==> src/rtl/bp_be_fpu_result_collector.sv <==
// ---------------------------------------------------------------------------
// bp_be_fpu_result_collector
//
// Collects results from a fixed-latency, non-stalling FPU. Each issued op's
// destination register travels through a shadow pipe alongside the FPU. When
// the op reaches the tail, its result and exception flags go into an in-order
// FIFO. Writeback takes entries from the FIFO with a valid/yumi handshake.
// A credit counter (ops in flight plus ops queued) limits issue so that every
// result has a FIFO slot waiting for it. The block also holds the sticky
// fflags accumulator that the CSR file reads and writes.
//
// Optional feature macro: BP_BE_FPU_COLLECTOR_BYPASS_EN
//   When defined, a result that arrives while the FIFO is empty is shown on
//   wb_* in the same cycle. If it is consumed in that cycle it is never
//   written into the FIFO.
//
// Ports:
//   clk_i, reset_i      clock; synchronous active-high reset
//   issue_v_i/_rd_i     op issued to the FPU and its destination register
//   issue_ready_o       a credit is free (derived from registered state only)
//   flush_i             kill every op still inside the FPU pipe
//   fpu_data_i/_eflags_i FPU result and flags, aligned with the tail stage
//   wb_v_o/_rd_o/_data_o/_eflags_o  head of the result queue
//   wb_yumi_i           writeback consumes the head entry
//   fflags_o            sticky accumulated flags
//   fflags_w_v_i/_w_i   CSR write of fflags
// ---------------------------------------------------------------------------
module bp_be_fpu_result_collector #(
  parameter int unsigned latency_p        = 5,
  parameter int unsigned fifo_els_p       = 4,
  parameter int unsigned reg_addr_width_p = 5
) (
  input  logic                        clk_i,
  input  logic                        reset_i,
  input  logic                        issue_v_i,
  input  logic [reg_addr_width_p-1:0] issue_rd_i,
  output logic                        issue_ready_o,
  input  logic                        flush_i,
  input  logic [63:0]                 fpu_data_i,
  input  logic [4:0]                  fpu_eflags_i,
  output logic                        wb_v_o,
  output logic [reg_addr_width_p-1:0] wb_rd_o,
  output logic [63:0]                 wb_data_o,
  output logic [4:0]                  wb_eflags_o,
  input  logic                        wb_yumi_i,
  output logic [4:0]                  fflags_o,
  input  logic                        fflags_w_v_i,
  input  logic [4:0]                  fflags_w_i
);

  localparam int unsigned StagesLp = latency_p - 1;
  localparam int unsigned CntW     = $clog2(fifo_els_p + 1);
  localparam int unsigned PtrW     = $clog2(fifo_els_p);
  localparam int unsigned DataW    = 64;
  localparam int unsigned FlagW    = 5;

  // Shadow pipe: valid bits and destination registers
  logic [StagesLp-1:0]         sv_q, sv_d;
  logic [reg_addr_width_p-1:0] srd_q [StagesLp];
  logic [reg_addr_width_p-1:0] srd_d [StagesLp];

  // Credits, FIFO bookkeeping, and sticky flags
  logic [CntW-1:0]  cnt_q, cnt_d;
  logic [CntW-1:0]  occ_q, occ_d;
  logic [CntW-1:0]  flush_dec;
  logic [PtrW-1:0]  rptr_q, rptr_d;
  logic [PtrW-1:0]  wptr_q, wptr_d;
  logic [FlagW-1:0] fflags_q, fflags_d;

  // FIFO storage
  logic [reg_addr_width_p-1:0] mem_rd_q   [fifo_els_p];
  logic [DataW-1:0]            mem_data_q [fifo_els_p];
  logic [FlagW-1:0]            mem_ef_q   [fifo_els_p];

  logic                        issue_acc;
  logic                        tail_v;
  logic [reg_addr_width_p-1:0] tail_rd;
  logic                        fifo_empty;
  logic                        enq;
  logic                        deq;

  function automatic logic [PtrW-1:0] ptr_inc(input logic [PtrW-1:0] p);
    return (p == PtrW'(fifo_els_p - 1)) ? '0 : p + PtrW'(1);
  endfunction

  assign issue_ready_o = (cnt_q < CntW'(fifo_els_p));
  // A flush also drops an issue made in the same cycle.
  assign issue_acc     = issue_v_i & issue_ready_o & ~flush_i;
  // A flush kills the tail too, so that cycle's FPU result is discarded.
  assign tail_v        = sv_q[StagesLp-1] & ~flush_i;
  assign tail_rd       = srd_q[StagesLp-1];
  assign fifo_empty    = (occ_q == '0);
  assign deq           = wb_yumi_i & ~fifo_empty;
  assign fflags_o      = fflags_q;

`ifdef BP_BE_FPU_COLLECTOR_BYPASS_EN
  // Show a fresh arrival directly when nothing is queued ahead of it.
  logic bypass;
  assign bypass      = fifo_empty & tail_v;
  assign wb_v_o      = ~fifo_empty | tail_v;
  assign wb_rd_o     = bypass ? tail_rd      : mem_rd_q[rptr_q];
  assign wb_data_o   = bypass ? fpu_data_i   : mem_data_q[rptr_q];
  assign wb_eflags_o = bypass ? fpu_eflags_i : mem_ef_q[rptr_q];
  assign enq         = tail_v & ~(bypass & wb_yumi_i);
`else
  assign wb_v_o      = ~fifo_empty;
  assign wb_rd_o     = mem_rd_q[rptr_q];
  assign wb_data_o   = mem_data_q[rptr_q];
  assign wb_eflags_o = mem_ef_q[rptr_q];
  assign enq         = tail_v;
`endif

  // Next-state logic
  always_comb begin
    sv_d      = '0;
    flush_dec = '0;
    for (int unsigned i = 0; i < StagesLp; i++) begin
      srd_d[i] = srd_q[i];
    end

    sv_d[0]  = issue_acc;
    srd_d[0] = issue_rd_i;
    for (int unsigned i = 1; i < StagesLp; i++) begin
      sv_d[i]  = sv_q[i-1] & ~flush_i;
      srd_d[i] = srd_q[i-1];
    end

    // Every valid stage, the tail included, gives back its credit on flush.
    for (int unsigned i = 0; i < StagesLp; i++) begin
      flush_dec = flush_dec + CntW'(sv_q[i]);
    end

    cnt_d = cnt_q + CntW'(issue_acc) - CntW'(wb_yumi_i)
          - (flush_i ? flush_dec : CntW'(0));
    occ_d = occ_q + CntW'(enq) - CntW'(deq);

    wptr_d = enq ? ptr_inc(wptr_q) : wptr_q;
    rptr_d = deq ? ptr_inc(rptr_q) : rptr_q;

    // A CSR write and a retiring op's flags can both land in the same cycle.
    fflags_d = (fflags_w_v_i ? fflags_w_i : fflags_q)
             | (wb_yumi_i ? wb_eflags_o : FlagW'(0));
  end

  // Control state
  always_ff @(posedge clk_i) begin
    if (reset_i) begin
      sv_q     <= '0;
      cnt_q    <= '0;
      occ_q    <= '0;
      rptr_q   <= '0;
      wptr_q   <= '0;
      fflags_q <= '0;
    end else begin
      sv_q     <= sv_d;
      cnt_q    <= cnt_d;
      occ_q    <= occ_d;
      rptr_q   <= rptr_d;
      wptr_q   <= wptr_d;
      fflags_q <= fflags_d;
    end
  end

  // Datapath storage; its contents only matter while the matching valid is set.
  always_ff @(posedge clk_i) begin
    srd_q <= srd_d;
    if (enq) begin
      mem_rd_q[wptr_q]   <= tail_rd;
      mem_data_q[wptr_q] <= fpu_data_i;
      mem_ef_q[wptr_q]   <= fpu_eflags_i;
    end
  end

endmodule

==> config.mk <==
export PLATFORM = sky130hd
export DESIGN_NAME = bp_be_fpu_result_collector
export DESIGN_NICKNAME = d
export VERILOG_FILES = /design/src/rtl/bp_be_fpu_result_collector.sv
export SDC_FILE = /design/constraint.sdc
export NUM_CORES = 1
export LEC_CHECK = 0
export BUFFER_PORTS_ARGS = -buffer_cell sky130_fd_sc_hd__buf_2
export CELL_PAD_IN_SITES_DETAIL_PLACEMENT = 0
export CELL_PAD_IN_SITES_GLOBAL_PLACEMENT = 2
export CORE_ASPECT_RATIO = 1.5
export CORE_MARGIN = 3
export CORE_UTILIZATION = 48
export DETAILED_ROUTE_END_ITERATION = 10
export GPL_ROUTABILITY_DRIVEN = 1
export GPL_TIMING_DRIVEN = 0
export PLACE_DENSITY_LB_ADDON = 0.1
export SLEW_MARGIN = 15
export SYNTH_ARGS = -nofsm -noshare
export SYNTH_HDL_FRONTEND = slang
export SYNTH_SLANG_ARGS = --single-unit
==> constraint.sdc <==
create_clock -name clk_i -period 6 [get_ports clk_i]
set_input_delay 0 -clock clk_i [delete_from_list [all_inputs] [get_ports clk_i]]
set_output_delay 0 -clock clk_i [all_outputs]
set_load 0.01 [all_outputs]
**Yosys cells after proc, flatten, opt, wreduce, memory -nomap -nowiden**

Memories as Yosys holds them, arrays and structs flattened. A register that Yosys moved wholly into a read port is not among the register bits.
Cells that the tools add are included.

- Bits in writable memories: 296
- Word-level logic and storage cells: 50
- Output and inout bits: 81
- Flip-flop bits (word level): 39
- Memories kept: 3

- Mux-type cells: 13
- Equality and inequality tests: 2
- Bitwise operators: 10
- Reductions and logical operators: 1
- Add/subtract/negate cells: 10
- $lt $le $gt $ge: 1

Memories:

| memory | words | width | rd ports | clocked after Yosys merged registers in | write ports | line | text |
|---|---|---|---|---|---|---|---|
| mem_data_q | 4 | 64 | 1 | 1 | 1 | 72 | `logic [DataW-1:0] mem_data_q [fifo_els_p];` |
| mem_ef_q | 4 | 5 | 1 | 1 | 1 | 73 | `logic [FlagW-1:0] mem_ef_q [fifo_els_p];` |
| mem_rd_q | 4 | 5 | 1 | 1 | 1 | 71 | `logic [reg_addr_width_p-1:0] mem_rd_q [fifo_els_p];` |

Operator list:

| cell | number |
|---|---|
| 2-bit 2-to-1 mux | 8 |
| 5-bit 2-to-1 mux | 2 |
| 3-bit by 1-bit adder with 3-bit output | 3 |
| 1-bit AND | 7 |
| 3-bit by 1-bit subtractor with 3-bit output | 2 |
| 5-bit OR | 1 |
| 2-bit by 1-bit adder with 2-bit output (second input constant) | 2 |
| 2-bit equality test (second input constant) | 2 |
| 2-bit by 1-bit adder with 3-bit output | 1 |
| 3-bit zero test | 1 |
| 3-bit less-than comparator (second input constant) | 1 |
| 3-bit 2-to-1 mux | 1 |
| 3-bit subtractor | 1 |
| 1-bit by 1-bit adder with 2-bit output | 1 |
| 1-bit 2-to-1 mux | 2 |
| 1-bit inverter | 2 |

**Depth between registers and ports, before layout**

Gate-level depths: netlist (run 1).

- Depth in word-level cells: 6
- Mapped depth: 10
- Depth with buffers taken out: 9

**Worst setup path before layout (run 1)**

Ideal clock, no wire load.

- Path type: register to register
- From: register sv_q[3]
- To: memory mem_data_q[0][0] (enable)
- Arrival: 2.438 ns
- Path buffers: 1
- Setup slack: 3.122 ns
- Setup time: 0.440 ns
- Required time: 5.560 ns
- Stages on the path, launching flop included: 4
- Period minus slack after synthesis: 2.878 ns
- Path through: dfxtp_1 > nor2b_1 > clkbuf_1 > and2_1

- Word-level cells in the longest chain between the ends: 3

RTL lines:

| what | line | text |
|---|---|---|
| start, declared | 58 | `logic [StagesLp-1:0] sv_q, sv_d;` |
| start signal, assigned | 155 | `sv_q <= sv_d;` |
| 1-bit AND | 90 | `assign tail_v = sv_q[StagesLp-1] & ~flush_i;` |
| 1-bit 2-to-1 mux | 167 | `if (enq) begin` |
| 1-bit 2-to-1 mux (implied by the code) | 169 | `mem_data_q[wptr_q] <= fpu_data_i;` |
| end, declared | 72 |  |

No other way between the ends.

**Final worst setup path (run 1)**

- From: register sv_q[0]
- To: register cnt_q[2]

- Word-level cells in the longest chain between the ends: 5

RTL lines:

| what | line | text |
|---|---|---|
| 1-bit by 1-bit adder with 2-bit output | 130 | `flush_dec = flush_dec + CntW'(sv_q[i]);` |
| 2-bit by 1-bit adder with 3-bit output | 130 |  |
| 3-bit by 1-bit adder with 3-bit output | 130 |  |
| 3-bit 2-to-1 mux | 134 | `- (flush_i ? flush_dec : CntW'(0));` |
| 3-bit subtractor | 134 |  |
| end signal, assigned | 156 | `cnt_q <= cnt_d;` |
| end, declared | 63 | `logic [CntW-1:0] cnt_q, cnt_d;` |

No other way between the ends.
A chain may end at the register's enable or synchronous reset.

==> results of run 1 <==
per-stage QoR:
stage                     utilization  power [uW]  instances  cell area (sq um)
after floorplan                     -        3240        521              12200
after global placement          0.544        3520       1008              13400
after detailed placement        0.549        3530       1012              13600
after CTS                       0.625        5490       1158              15400
after global routing            0.625        5630       1159              15400
final                           0.625        5410       1159              15400
cells in the final DEF, fill, tap and decap left out, types with 2 or more instances in the layout:
master / count
edfxtp_1: 296
buf_2: 171
dlygate4sd3_1: 88
mux4_2: 69
dfxtp_1: 41
clkbuf_16: 31
mux2i_1: 23
ha_1: 11
inv_1: 9
clkbuf_1: 9
clkinv_2: 9
nor2_1: 8
nor2b_1: 5
nand2_1: 5
o22a_1: 5
o21ai_1: 5
clkinv_1: 5
buf_12: 4
buf_4: 4
and2_4: 4
fa_1: 4
buf_16: 4
or3_1: 3
and2_1: 3
bufinv_16: 3
xnor2_1: 2
inv_6: 2
power by group through the flow:
| stage | logic [uW] | registers, uW | clock network [uW] |
|---|---|---|---|
| final | 902 | 2610 | 1900 |
| after global routing | 983 | 2610 | 2040 |
| after CTS | 929 | 2610 | 1950 |
| after detailed placement | 875 | 2660 | 0 |
| after global placement | 860 | 2660 | 0 |
| after floorplan | 582 | 2660 | 0 |
registers in the layout, indices dropped and copies added, names as in the netlist, named ones only:
name / count
cnt_q: 3
fflags_o: 5
mem_data_q: 256
mem_ef_q: 20
mem_rd_q: 20
occ_q: 3
rptr_q: 2
srd_d: 15
sv_q: 4
tail_rd: 5
wptr_q: 2
final timing paths:
kind / startpoint / endpoint / slack [ps] / cells past startpoint
hold / removal: issue_rd_i[3] / srd_d[13] / 90 / 2
setup reg to reg: sv_q[0] / cnt_q[2] / 3280 / 9
hold reg to reg: srd_d[11] / srd_d[6] / 320 / 0
setup / recovery: sv_q[0] / cnt_q[2] / 3280 / 9
per-layer routing:
metal  track usage  up-vias  share of wire
met4        0.0429        0          0.017
met2         0.309      146           0.54
met3        0.0275       27          0.051
met1         0.209     3082           0.39
met5             0        -              0
li1              -     2714              -
repair_timing:
item	4_1_cts	5_1_grt
endpoints found under the setup margin	0	0
hold buffers	88	0
endpoints found under the hold margin	297	0
cells by family after synthesis:
group                    Yosys count  share of synthesized area
flip-flops                       337                      0.794
multiplexers                      92                      0.146
buffers and inverters             31                     0.0184
AND/OR/NAND/NOR                   30                     0.0127
adder cells (fa/ha/maj)           15                     0.0178
AO/OA/AOI/OAI                     12                    0.00665
XOR/XNOR                           4                    0.00399
final cells by class:
type | count | area, sq um
diodes | 1 | 2.50
inverters | 9 | 33.8
well taps | 324 | 405
multi-input cells | 153 | 2300
repair buffers | 255 | 1810
clock buffers | 38 | 812
plain buffers | 22 | 191
clock inverters | 20 | 179
flip-flops and latches | 337 | 9710
fillers | 1809 | 9260
Yosys cell counts:
master and count:
nor2_1 8, buf_1 1, mux4_2 69, buf_6 1, o31ai_1 1, and2_1 7
xor2_1 1, buf_8 1, ha_1 11, buf_4 4, nand2_1 5, o21ai_1 5
nor2b_1 5, clkbuf_1 3, edfxtp_1 296, xnor2_1 2, fa_1 4, a21oi_1 1
mux2i_1 23, o22a_1 5, inv_1 9, xnor3_1 1, dfxtp_1 41, buf_2 8
or3_1 3, nor3_1 1, nand3b_1 1, buf_12 4
==> results.sh, run 1 <==
export IMPL_yosys_warnings=0
export IMPL_min_path_type="input port to flip-flop"
export IMPL_grt_pass1_vias=6647
export IMPL_cp_top_family="adder cells"
export IMPL_die_w_microns=136
export IMPL_clkTransAtPathRegs_ps=60
export IMPL_path_buf_inv=0
export IMPL_clockRootBuffer="clkbuf_16"
export IMPL_routed_wirelength_microns=22900
export IMPL_p_int_uw=4160
export IMPL_synth_top_cell_area_share=0.727
export IMPL_layout_setup_ws_ps=3280
export IMPL_insertion_delay_ps=550
export IMPL_clockPowerShare=0.351
export IMPL_syn_area_sq_um=12200
export IMPL_cts_sinks=337
export IMPL_max_freq_mhz=368
export IMPL_vdd_drop_max_mv=0.331
export IMPL_critPathArrivalTime_ps=3200
export IMPL_place_congestion=0.708
export IMPL_path_cells="fa_1 -> ha_1 -> nand2_1 -> fa_1 -> fa_1 -> ha_1 -> xor2_1 -> xnor3_1 -> nor2_1"
export IMPL_worst_path_max_delay_cell="fa_1"
export IMPL_end_kind="flip-flop"
export IMPL_maxCapViolations=0
export IMPL_yosysUniqueCellTypes=28
export IMPL_initial_core_util=0.495
export IMPL_ys_seq_elements=337
export IMPL_rsz0062_at_grt="no"
export IMPL_port_buffers=163
export IMPL_pwr_share_comb=0.167
export IMPL_slew_violations=0
export IMPL_swShare=0.231
export IMPL_ant_nets=0
export IMPL_fin_crit_ps=2720
export IMPL_grt_max_degree=43
export IMPL_critPathMostFrequentCell="fa_1"
export IMPL_coreArea_sq_um=24700
export IMPL_seq_area_frac_synth=0.794
export IMPL_crit_fanout=2
export IMPL_drc=0
export IMPL_grt_antenna_before_repair=1
export IMPL_wl_per_cell_microns=19.7
export IMPL_worstSetupPathType="flip-flop to flip-flop"
export IMPL_grt_pass1_wl_microns=36000
export IMPL_post_dp_hpwl_microns=14300
export IMPL_avgSynthCellArea_sq_um=23.5
export IMPL_power_switching_uw=1250
export IMPL_fin_skew_ps=16.8
export IMPL_hold_violations=0
export IMPL_power_leakage_uw=0.00537
export IMPL_whs_ps=87.8
export IMPL_status="complete, no violations"
export IMPL_startpoint_type="flip-flop"
export IMPL_p_per_area_nw_per_um2=350
export IMPL_grt_overflow_total=0
export IMPL_track_usage=0.170
export IMPL_dpl_worst_slack_ps=3280
export IMPL_max_stage_delay_ps=500
export IMPL_post_route_period_util=0.453
export IMPL_ios=166
export IMPL_syn_inst=521
export IMPL_dieArea_sq_um=27500
export IMPL_cts_tree="yes"
export IMPL_drive_gt1_frac=0.366
export IMPL_numCtsBuffers=31
export IMPL_fin_nets=909
export IMPL_chipHeight_microns=201
export IMPL_worstMarginPinSlew_ps=561
export IMPL_drt_initial_drc_count=273
export IMPL_post_cts_buffers=0
export IMPL_first_pass_iters=4
export IMPL_cts_resized_gates=0
export IMPL_via_count=5969
export IMPL_synth_top_cell_by_area="edfxtp_1"
export IMPL_syn_to_final_growth_pct=26.3
export IMPL_ys_top_cells_by_area="edfxtp_1 73%, mux4_2 13%, dfxtp_1 6.7%"
export IMPL_viasPerCell=5.15
export IMPL_syn_nets=621
export IMPL_clock_path_buffers=3
export IMPL_rows=70
export IMPL_setup_tns_final_ps=0
export IMPL_h_tree_depth=1
export IMPL_maxSlewHeadroom=0.623
export IMPL_crit_required_ps=6480
export IMPL_setup_viol=0
export IMPL_pwr_share_seq=0.482
No activity file was read; power rests on OpenSTA's default activity.
==> inputs of run 2 (changes only) <==
Settings changed: CORE_UTILIZATION 48 to 44.
Clock period 6 ns to 2.54 ns, I/O delays scaled along.
==> results.sh, run 2 (same netlist as run 1, synthesis figures left out) <==
export IMPL_r2r_slack_ps=-150
export IMPL_ios=166
export IMPL_dieArea_sq_um=29900
export IMPL_port_buffers=163
export IMPL_path_cells="fa_1 -> ha_1 -> nand2_1 -> fa_2 -> fa_1 -> ha_2 -> xor2_1 -> xnor3_1 -> nor2_1"
export IMPL_critical_path_startpoint="sv_q[0]"
export IMPL_post_cts_buffers=0
export IMPL_largest_reg_flops=256
export IMPL_rows=74
export IMPL_status="finished with violations"
export IMPL_reg2reg_depth=9
export IMPL_track_usage=0.156
export IMPL_viasPerCell=5.05
export IMPL_largest_register="mem_data_q"
export IMPL_violations="setup timing"
export IMPL_post_dp_hpwl_microns=14600
export IMPL_clock_path_buffers=3
export IMPL_cts_tree="yes"
export IMPL_routed_wirelength_microns=23100
export IMPL_maxCapViolations=0
export IMPL_holdPathStages=4
export IMPL_insertion_delay_ps=540
export IMPL_final_cell_mix="296 x edfxtp_1, 171 x buf_2, 86 x dlygate4sd3_1, 69 x mux4_2, 40 x dfxtp_1"
export IMPL_crit_fanout=2
export IMPL_slew_violations=0
export IMPL_place_area_sq_um=13600
export IMPL_min_path_type="input port to flip-flop"
export IMPL_top_regs="mem_data_q: 256 flops, mem_ef_q: 20 flops, mem_rd_q: 20 flops"
export IMPL_chipHeight_microns=210
export IMPL_worstSetupPathType="flip-flop to flip-flop"
export IMPL_hold_violations=0
export IMPL_post_route_period_util=1.06
export IMPL_wl_per_cell_microns=19.7
export IMPL_max_stage_delay_ps=490
export IMPL_holdPathEnd="fflags_o[1]"
export IMPL_layout_setup_ws_ps=-154
export IMPL_max_freq_mhz=371
export IMPL_reg2reg_from="sv_q[0]"
export IMPL_maxSlewHeadroom=0.549
export IMPL_clockRootBuffer="clkbuf_16"
export IMPL_drt_initial_drc_count=272
export IMPL_critPathArrivalTime_ps=3160
export IMPL_grt_antenna_before_repair=0
export IMPL_critPathMostFrequentCell="fa_1"
export IMPL_clkTransAtPathRegs_ps=60
export IMPL_grt_pass1_wl_microns=36400
export IMPL_crit_required_ps=3010
export IMPL_setup_viol=1
export IMPL_first_pass_iters=6
export IMPL_grt_pass1_vias=6683
export IMPL_cts_sinks=337
export IMPL_drive_gt1_frac=0.363
export IMPL_grt_overflow_total=0
export IMPL_fin_crit_ps=2690
export IMPL_die_w_microns=142
export IMPL_drc=0
export IMPL_startpoint_type="flip-flop"
export IMPL_vdd_drop_max_mv=0.527
export IMPL_timing_rr_end="cnt_q[2]"
export IMPL_p_per_area_nw_per_um2=827
export IMPL_final_cell_area_sq_um=15400
export IMPL_coreArea_sq_um=27300
export IMPL_antennaDiodeCount=0
export IMPL_power_leakage_uw=0.00534
export IMPL_fin_skew_ps=13.1
export IMPL_place_congestion=0.725
export IMPL_hold_start="fflags_w_v_i"
export IMPL_end_kind="flip-flop"
export IMPL_worst_path_max_delay_cell="fa_1"
export IMPL_fin_util=0.565
export IMPL_via_count=5919
export IMPL_power_uw=12800
export IMPL_initial_core_util=0.447
export IMPL_worstMarginPinSlew_ps=676
export IMPL_layout_commonest_cell="edfxtp_1"
export IMPL_syn_to_final_growth_pct=26.3
export IMPL_rsz0062_at_grt="yes"
export IMPL_numCtsBuffers=30
export IMPL_h_tree_depth=1
export IMPL_grt_max_degree=39
export IMPL_ant_nets=0
export IMPL_fin_nets=906
==> run 2: changes by cell type in the layout (fill, tap and decap cells not counted), sizes merged <==
cell	delta
clkbuf	+10
clkinv	-10
dlygate4sd3	-2
inv	-2
diode	-1
==> run 2: per-layer routing <==
metal / global-route usage / part of all wire
met5: 0 / 0
met4: 0.0407 / 0.020
met3: 0.0272 / 0.048
met2: 0.284 / 0.54
met1: 0.192 / 0.39
==> run 2: layout make-up <==
cell class	instances	area (sq um)
Tap cell	342	428
Clock inverter	8	115
Inverter	9	33.8
Clock buffer	48	860
Sequential cell	337	9710
Timing Repair Buffer	253	1790
Fill cell	2111	11900
Buffer	22	191
Multi-Input combinational cell	153	2310
==> run 2: what timing repair did <==
action                                  in CTS  in global routing
endpoints found under the setup margin       1                  3
hold buffers                                86                  0
resized for setup                            1                  1
pin swaps                                    0                  0
hold endpoints to repair                   297                  0
==> run 2: worst max path at each step <==
| stage | endpoint | slack (ps) | cells past startpoint |
|---|---|---|---|
| 2_1_floorplan | cnt_q[2] | -30 | 9 |
| 3_3_place_gp | mem_data_q[0][47] | -380 | 3 |
| 3_5_place_dp | cnt_q[2] | -170 | 9 |
| 4_1_cts | cnt_q[2] | -180 | 9 |
| 5_1_grt | cnt_q[2] | -320 | 9 |
| 6_report | cnt_q[2] | -150 | 9 |
==> run 2: report_power, final <==
group,switching (uW),internal (uW),total [uW]
sequential,60.0,6110,6170
clock,1850,2610,4470
combinational,989,1140,2130
==> run 2: stage by stage <==
step	setup slack [ps]	instances	hold WS [ps]	setup TNS, ps
final	-154	1172	84.2	-154
after global routing	-325	1172	82.3	-391
after global placement	-384	1026	103	-109700
after CTS	-182	1172	55.2	-182
after detailed placement	-171	1030	104	-171
after floorplan	-31.1	521	27.7	-31.1
==> run 2: critical path, delay by kind of cell, from the launching register on <==
kind          cells  cell delay (ps)
fa+ha+maj         5             1760
xor+xnor          2              390
flops             1              330
simple gates      2              160
